==> src/rtl/sched_pkg.sv <==
// rtl/sched_pkg.sv - shared FSM state encoding and feed-schedule constants
package sched_pkg;

   typedef enum logic [2:0] {
      ST_IDLE,
      ST_CLEAR,
      ST_FEED,
      ST_WAIT,
      ST_DONE
   } state_t;

   localparam int DEFAULT_DIMENSION = 4;
   localparam int FEED_STEPS        = 2 * DEFAULT_DIMENSION - 1;

   // Number of skewed feed steps for an arbitrary array side length.
   function automatic int feed_steps(input int dimension);
      return 2 * dimension - 1;
   endfunction

endpackage

==> src/rtl/skew_lane_mux.sv <==
// rtl/skew_lane_mux.sv - per-lane skewed operand select for one array edge
module skew_lane_mux #(
   parameter int DIMENSION   = 4,
   parameter int I_BITS      = 8,
   parameter int TW          = 3,
   parameter bit COLUMN_FEED = 1'b0
) (
   input  logic [DIMENSION*DIMENSION*I_BITS-1:0] store,
   input  logic [TW-1:0]                         step,
   output logic [DIMENSION*I_BITS-1:0]           lanes
);

   // Lane n carries element k of its row (or column) when step == n + k; otherwise zero.
   always_comb begin
      lanes = '0;
      for (int lane = 0; lane < DIMENSION; lane++) begin
         for (int k = 0; k < DIMENSION; k++) begin
            if (int'(step) == lane + k) begin
               if (COLUMN_FEED)
                  lanes[lane*I_BITS +: I_BITS] = store[(k*DIMENSION + lane)*I_BITS +: I_BITS];
               else
                  lanes[lane*I_BITS +: I_BITS] = store[(lane*DIMENSION + k)*I_BITS +: I_BITS];
            end
         end
      end
   end

endmodule

==> src/rtl/systolic_feed_sched.sv <==
// rtl/systolic_feed_sched.sv - operand stores and skewed feed sequencer for a systolic array
module systolic_feed_sched
   import sched_pkg::*;
#(
   parameter int DIMENSION = 4,
   parameter int I_BITS    = 8,
   parameter int AW        = $clog2(DIMENSION)
) (
   input  logic                        i_clock,
   input  logic                        i_reset,
   input  logic                        i_wr_en,
   input  logic                        i_wr_sel,
   input  logic [AW-1:0]               i_wr_row,
   input  logic [AW-1:0]               i_wr_col,
   input  logic [I_BITS-1:0]           i_wr_data,
   input  logic                        i_start,
   input  logic                        i_array_finish,
   output logic                        o_array_reset,
   output logic [DIMENSION*I_BITS-1:0] o_a,
   output logic [DIMENSION*I_BITS-1:0] o_b,
   output logic                        o_busy,
   output logic                        o_done
);

   localparam int STEPS = feed_steps(DIMENSION);
   localparam int TW    = $clog2(STEPS + 1);
   localparam int SW    = DIMENSION * DIMENSION * I_BITS;
   localparam logic [TW-1:0] LAST_STEP = TW'(STEPS - 1);

   state_t                      state, state_next;
   logic [TW-1:0]               step, step_next;
   logic [SW-1:0]               store_a, store_b;
   logic [DIMENSION*I_BITS-1:0] lanes_a, lanes_b, a_q, b_q;
   logic                        wr_ok;

   assign wr_ok = i_wr_en && (state == ST_IDLE)
               && (int'(i_wr_row) < DIMENSION) && (int'(i_wr_col) < DIMENSION);

   always_ff @(posedge i_clock) begin
      if (i_reset) begin
         store_a <= '0;
         store_b <= '0;
      end else if (wr_ok) begin
         if (i_wr_sel)
            store_b[(int'(i_wr_row)*DIMENSION + int'(i_wr_col))*I_BITS +: I_BITS] <= i_wr_data;
         else
            store_a[(int'(i_wr_row)*DIMENSION + int'(i_wr_col))*I_BITS +: I_BITS] <= i_wr_data;
      end
   end

   always_comb begin
      state_next = state;
      step_next  = '0;
      case (state)
         ST_IDLE:  if (i_start) state_next = ST_CLEAR;
         ST_CLEAR: state_next = ST_FEED;
         ST_FEED: begin
            if (step == LAST_STEP) state_next = ST_WAIT;
            else                   step_next  = step + 1'b1;
         end
         ST_WAIT:  if (i_array_finish) state_next = ST_DONE;
         ST_DONE:  state_next = ST_IDLE;
         default:  state_next = ST_IDLE;
      endcase
   end

   // Lanes are computed from the upcoming step so the registered value lines up with step.
   skew_lane_mux #(
      .DIMENSION(DIMENSION), .I_BITS(I_BITS), .TW(TW), .COLUMN_FEED(1'b0)
   ) u_mux_a (
      .store(store_a), .step(step_next), .lanes(lanes_a)
   );

   skew_lane_mux #(
      .DIMENSION(DIMENSION), .I_BITS(I_BITS), .TW(TW), .COLUMN_FEED(1'b1)
   ) u_mux_b (
      .store(store_b), .step(step_next), .lanes(lanes_b)
   );

   always_ff @(posedge i_clock) begin
      if (i_reset) begin
         state <= ST_IDLE;
         step  <= '0;
         a_q   <= '0;
         b_q   <= '0;
      end else begin
         state <= state_next;
         step  <= step_next;
         a_q   <= (state_next == ST_FEED) ? lanes_a : '0;
         b_q   <= (state_next == ST_FEED) ? lanes_b : '0;
      end
   end

   assign o_array_reset = !i_reset && (state == ST_CLEAR);
   assign o_busy        = !i_reset && (state != ST_IDLE);
   assign o_done        = !i_reset && (state == ST_DONE);
   assign o_a           = i_reset ? '0 : a_q;
   assign o_b           = i_reset ? '0 : b_q;

endmodule

==> config.mk <==
export PLATFORM = sky130hd
export DESIGN_NAME = systolic_feed_sched
export DESIGN_NICKNAME = d
export VERILOG_FILES = /design/src/rtl/sched_pkg.sv /design/src/rtl/skew_lane_mux.sv /design/src/rtl/systolic_feed_sched.sv
export SDC_FILE = /design/constraint.sdc
export NUM_CORES = 1
export LEC_CHECK = 0
export CAP_MARGIN = 10
export CORE_UTILIZATION = 54
export CTS_CLUSTER_SIZE = 40
export DETAILED_ROUTE_END_ITERATION = 10
export PLACE_DENSITY = 0.75
export SYNTH_ARGS = -nofsm -noshare
export SYNTH_HDL_FRONTEND = slang
export SYNTH_SLANG_ARGS = --single-unit
export TNS_END_PERCENT = 50
==> constraint.sdc <==
create_clock -name i_clock -period 2.9 [get_ports i_clock]
set_input_delay 0.58 -clock i_clock [delete_from_list [all_inputs] [get_ports i_clock]]
set_output_delay 0.58 -clock i_clock [all_outputs]
set_load 0.005 [all_outputs]
**Yosys cells after proc, flatten, opt, wreduce, memory -nomap -nowiden**

Index checks and enable logic that the tools add are counted.

- Reduce and logical (&&, ||, !) cells: 11
- Shift operators: 2
- Muxes and demuxes: 42
- Equal/unequal tests: 12
- $lt $le $gt $ge: 0
- $mul: 0
- Div/mod/pow operators: 0
- Bitwise gates (word level): 2
- Add/subtract/negate cells: 3

Operator list:

| cell | count |
|---|---|
| 128-bit bitwise mux | 2 |
| 8-bit 2-to-1 mux | 32 |
| 8-bit by 33-bit variable shift with 128-bit output (first input constant) | 1 |
| 8-bit by 33-bit indexed part select with 128-bit output | 1 |
| 32-bit 2-to-1 mux | 2 |
| 8-bit negation with 33-bit output | 1 |
| 3-bit equality test (second input constant) | 6 |
| 3-bit by 2-bit equality test with 1-bit output (second input constant) | 5 |
| 3-bit 2-to-1 mux | 5 |
| 3-bit one-hot mux with 4 select lines | 1 |
| 3-bit logical NOT | 2 |
| 4-bit by 2-bit adder with 5-bit output | 1 |
| 1-bit logical AND | 4 |
| 2-bit AND reduction | 2 |
| 3-bit by 1-bit adder with 3-bit output (second input constant) | 1 |
| 3-bit by 1-bit equality test with 1-bit output (second input constant) | 1 |
| 3-bit nonzero test | 1 |
| 1-bit inverter | 2 |
| 2-bit OR reduction | 1 |
| 1-bit logical NOT | 1 |

- ROM bits: 0
- Register bits after elaboration: 326
- Output and inout port bits: 67
- Memories: 0
- Logic and storage cells: 78
- Latch bits: 0
- Bits in writable memories: 0

**Depth between registers and ports, before layout**

- Depth in word-level cells: 8
- Depth in mapped cells: 9
- Mapped depth without buffers: 6

**Hierarchy**

A second synthesis with hierarchy kept.

- Cells, all modules: 1487
- Area, all modules: 15197.1 um2

By module, submodules not included:

| module | cells each | seq. area each (um2) | area each (um2) | times used |
|---|---|---|---|---|
| systolic_feed_sched | 1211 | 6526.3 | 12814.8 | 1 |
| skew_lane_mux | 138 | 0.0 | 1191.1 | 2 |

**Worst setup path before layout**

OpenSTA, ideal clock, no wires.

- Path type: input -> register
- From: input i_wr_col[0]
- To: register store_a[40]
- Setup slack: -0.029 ns
- Arrival: 2.792 ns
- Setup time: 0.137 ns
- Buffers on the path: 3
- Cell stages on the path: 9
- Path through: clkbuf_1 > nor3_1 > ha_1 > buf_2 > nand4b_1 > and2_0 > or4_1 > clkbuf_1 > mux2i_1

- Longest elaborated chain between the ends: 4
- Elaborated cells on any way between the ends: 5

RTL lines:

| element | RTL line | text |
|---|---|---|
| from (decl) | systolic_feed_sched.sv:14 | `input logic [AW-1:0] i_wr_col,` |
| 4-bit by 2-bit adder with 5-bit output * | systolic_feed_sched.sv:47 | `store_a[(int'(i_wr_row)*DIMENSION + int'(i_wr_col))*I_BITS +: I_BITS] <= i_wr_data;` |
| 8-bit negation with 33-bit output * | systolic_feed_sched.sv:47 |  |
| 8-bit by 33-bit indexed part select with 128-bit output / 8-bit by 33-bit variable shift with 128-bit output (equally long branches) | systolic_feed_sched.sv:47 |  |
| 128-bit bitwise mux * | systolic_feed_sched.sv:47 |  |
| to (signal, indexed assignment) | systolic_feed_sched.sv:47 |  |
| to (decl) | systolic_feed_sched.sv:32 | `logic [SW-1:0] store_a, store_b;` |

Every way passes the cells marked *; elsewhere a longest branch is shown, timed or not.
A chain may end at the register's enable or synchronous reset.

**Worst setup path after layout**

- From: input i_wr_col[0]
- To: register store_a[37]

The elaborated chain is that of the path after synthesis.

==> impl_metrics.tcl <==
set metrics [dict create \
    outcome "finished, violations left" \
    violations "DRC" \
    p_per_area_mw_per_mm2 550.7 \
    multi_input_area_sq_mm 0.007482 \
    reg2reg_slack_ns 0.37 \
    cts_hold_buffers 0 \
    tightestPinTransition_ns 0.6765 \
    path_clk_slew_ns 0.06 \
    grt_overflow 0 \
    seq_area_frac_synth 0.4507 \
    ys.flop_type "dfxtp_1" \
    reg2reg_depth 5 \
    place_congestion 0.9556 \
    hpwl_um 31040 \
    ant_nets 0 \
    pre_cts_ws_ns -0.2884 \
    core_area_sq_mm 0.02621 \
    synth_area_leaders "dfxtp_1, mux2i_1, nand2b_1" \
    placedInstanceArea_sq_mm 0.01631 \
    grt_pass1_vias 11760 \
    critical_path_required_ns 3.34 \
    max_slew_margin 0.5478 \
    num_rows 59 \
    leakage_nw 6.623 \
    synth_warnings 0 \
    cts_buffer_depth 3 \
    ys_async_sr_fraction 0 \
    ys_ff_latch 326 \
    finalNetCount 1692 \
    r2r_start "state[1]" \
    ys_types 54 \
    seqCellArea_sq_mm 0.006526 \
    num_vias 12220 \
    via_per_inst 6.015 \
    syn_inst 1557 \
    slew_violations 0 \
    postCtsResizedCells 0 \
    route.detailed.drc 6 \
    drtIter0Drc 1226 \
    cts_setup_buffers 0 \
    die_w_um 165.7 \
    finalClockSkew_ns 0.02613 \
    yosys.area.top_type "dfxtp_1" \
    crit_path_end "store_a[37]" \
    port_buffers 84 \
    irDropWorstVdd_uv 359.5 \
    antennaDiodeCount 0 \
    finalCritPeriodShare 0.9213 \
    grt_max_degree 88 \
    track_usage 0.3204 \
    endpoint_kind "flip-flop" \
    numClockSinks 326 \
    worstSetupPathType "in -> reg" \
    arrival_ns 3.11 \
    rr_endpoint "b_q[14]" \
    initial_core_util 0.5525 \
    cts_root_buffer "clkbuf_16" \
    antenna_found_initial 0 \
    setup_slack_ns 0.2282 \
    fp.dieArea_sq_mm 0.02747 \
    fillers 2071 \
    synth_edf_count 0 \
    die_y_um 165.7 \
    cts.htree.levels 2 \
    route.final.wire_length_um 44570 \
    holdPathStages 2 \
    period_needed_ns 2.672 \
    cts_made_buffers 35 \
    yosys.area.top_type_share 0.4507 \
    critPathLaunchType "input pin" \
    syn-mean-instance-area_sq_um 9.299 \
    detail_route.wl_per_cell_um 21.94 \
    drv_cap 0 \
    grt_first_pass_wirelength_um 68430 \
    area_growth_pct 20.62 \
    clock_latency_ns 0.53 \
    setup.worst_path.start "i_wr_col[0]" \
    hp-class "in -> reg" \
    rsz0062_at_grt "false" \
    syn-num-nets 1577 \
    drt-pass1-iter-count 9 \
    drive_above_1_share 0.1191 \
    setup_viol 0 \
    critPathMaxFanout 14 \
    fmax_mhz 374.3 \
    ios 85 \
    stdcell_area_sq_mm 0.01746 \
    tritoncts "built" \
    synth_area_sq_mm 0.01448 \
    hold_violations 0 \
]
==> worst min-delay path by stage <==
stage             endpoint  slack (ns)        start
2_1_floorplan       b_q[0]        0.44  store_b[96]
3_5_place_dp   store_b[45]        0.46  store_b[45]
6_report          state[0]        0.36      i_reset
4_1_cts           state[0]        0.35      i_reset
5_1_grt           state[0]        0.36      i_reset
3_3_place_gp   store_b[41]        0.46  store_b[41]
==> cells in the final DEF (no fill, tap or decap), types with 17 or more instances in the layout <==
master           instances
a22oi_1                 17
nand2b_1               203
clkdlybuf4s50_1         83
nor2b_1                124
buf_4                   99
a21oi_1                 49
clkbuf_16               36
o21ai_0                146
o211ai_1                17
dfxtp_1                326
mux2i_1                209
nand2_1                 81
nor2_1                  63
nand3_1                 23
==> through the flow <==
step | total power, mW | setup TNS, ns | instances | util | hold WS, ns
after floorplan | 4.962 | 0 | 1557 | - | 0.4358
after global placement | 5.245 | -16.62 | 1970 | 0.6224 | 0.4552
after detailed placement | 5.247 | -18.50 | 1970 | 0.6224 | 0.4620
after CTS | 9.637 | 0 | 2031 | 0.6662 | 0.3472
after global routing | 9.884 | 0 | 2031 | 0.6664 | 0.3553
final | 9.618 | 0 | 2031 | 0.6664 | 0.3561
==> logic make-up after synthesis <==
family | after synthesis | synth area share
simple gates | 572 | 0.2249
buf+inv | 125 | 0.03336
flops | 326 | 0.4507
mux | 225 | 0.1569
fa+ha+maj | 2 | 0.001728
xor+xnor | 3 | 0.001815
compound gates | 304 | 0.1305
==> synthesized netlist by cell type (2+ instances only) <==
cell and instances:
nor2_1 63, nand3_1 23, and3_1 2, and4_1 2, o21ai_1 16, or3_1 5, ha_1 2, buf_2 11
nor3b_1 4, nor4_1 2, a2bb2oi_1 16, nand4_1 6, o21ai_0 146, o2111ai_1 2, and2_1 10, a31oi_1 2
a221oi_1 16, clkbuf_1 100, dfxtp_1 326, nor4b_1 4, nand2_1 81, nand3b_1 11, mux2i_1 209, nor2_2 4
nor3_1 10, or2_0 2, buf_1 8, o211ai_1 17, a2111oi_4 2, inv_1 6, nand4b_1 2, nand2b_1 203
or4_1 3, or2_2 4, a22oi_1 17, nor2b_1 124, a222oi_1 15, a21oi_1 49, xnor2_1 2, mux2_2 16
==> flip-flops by register name (all words and copies together), names as in the netlist <==
register / count
a_q: 32
b_q: 32
state: 3
step: 3
store_a: 128
store_b: 128
==> cell type report <==
type                            count  area share
Clock buffer                       51     0.05882
Inverter                            6    0.001290
Multi-Input combinational cell   1106      0.4284
Sequential cell                   326      0.3737
Timing Repair Buffer              197      0.1070
Tap cell                          335     0.02400
Clock inverter                     10    0.006806
==> per-layer routing <==
layer  vias up  GRT usage  part of all wire
met4         0     0.1459             0.044
met5         -          0                 0
met3       130    0.06387             0.089
met1      5888     0.4294              0.42
met2       553     0.4996              0.45
li1       5646          -                 -
==> where the power goes <==
part / total [mW] / internal (mW) / switching [mW]
clock: 4.45 / 2.64 / 1.81
sequential: 4.49 / 4.49 / 0.00902
combinational: 0.674 / 0.253 / 0.421
==> critical path, cell delays in order <==
cell	delay, ns
clkdlybuf4s50_1	0.51
buf_4	0.20
nor3_1	0.09
ha_1	0.19
or4_1	0.39
or4_1	0.40
buf_4	0.19
or2_0	0.36
o21ai_1	0.19
No activity file was read; power rests on OpenSTA's default activity.
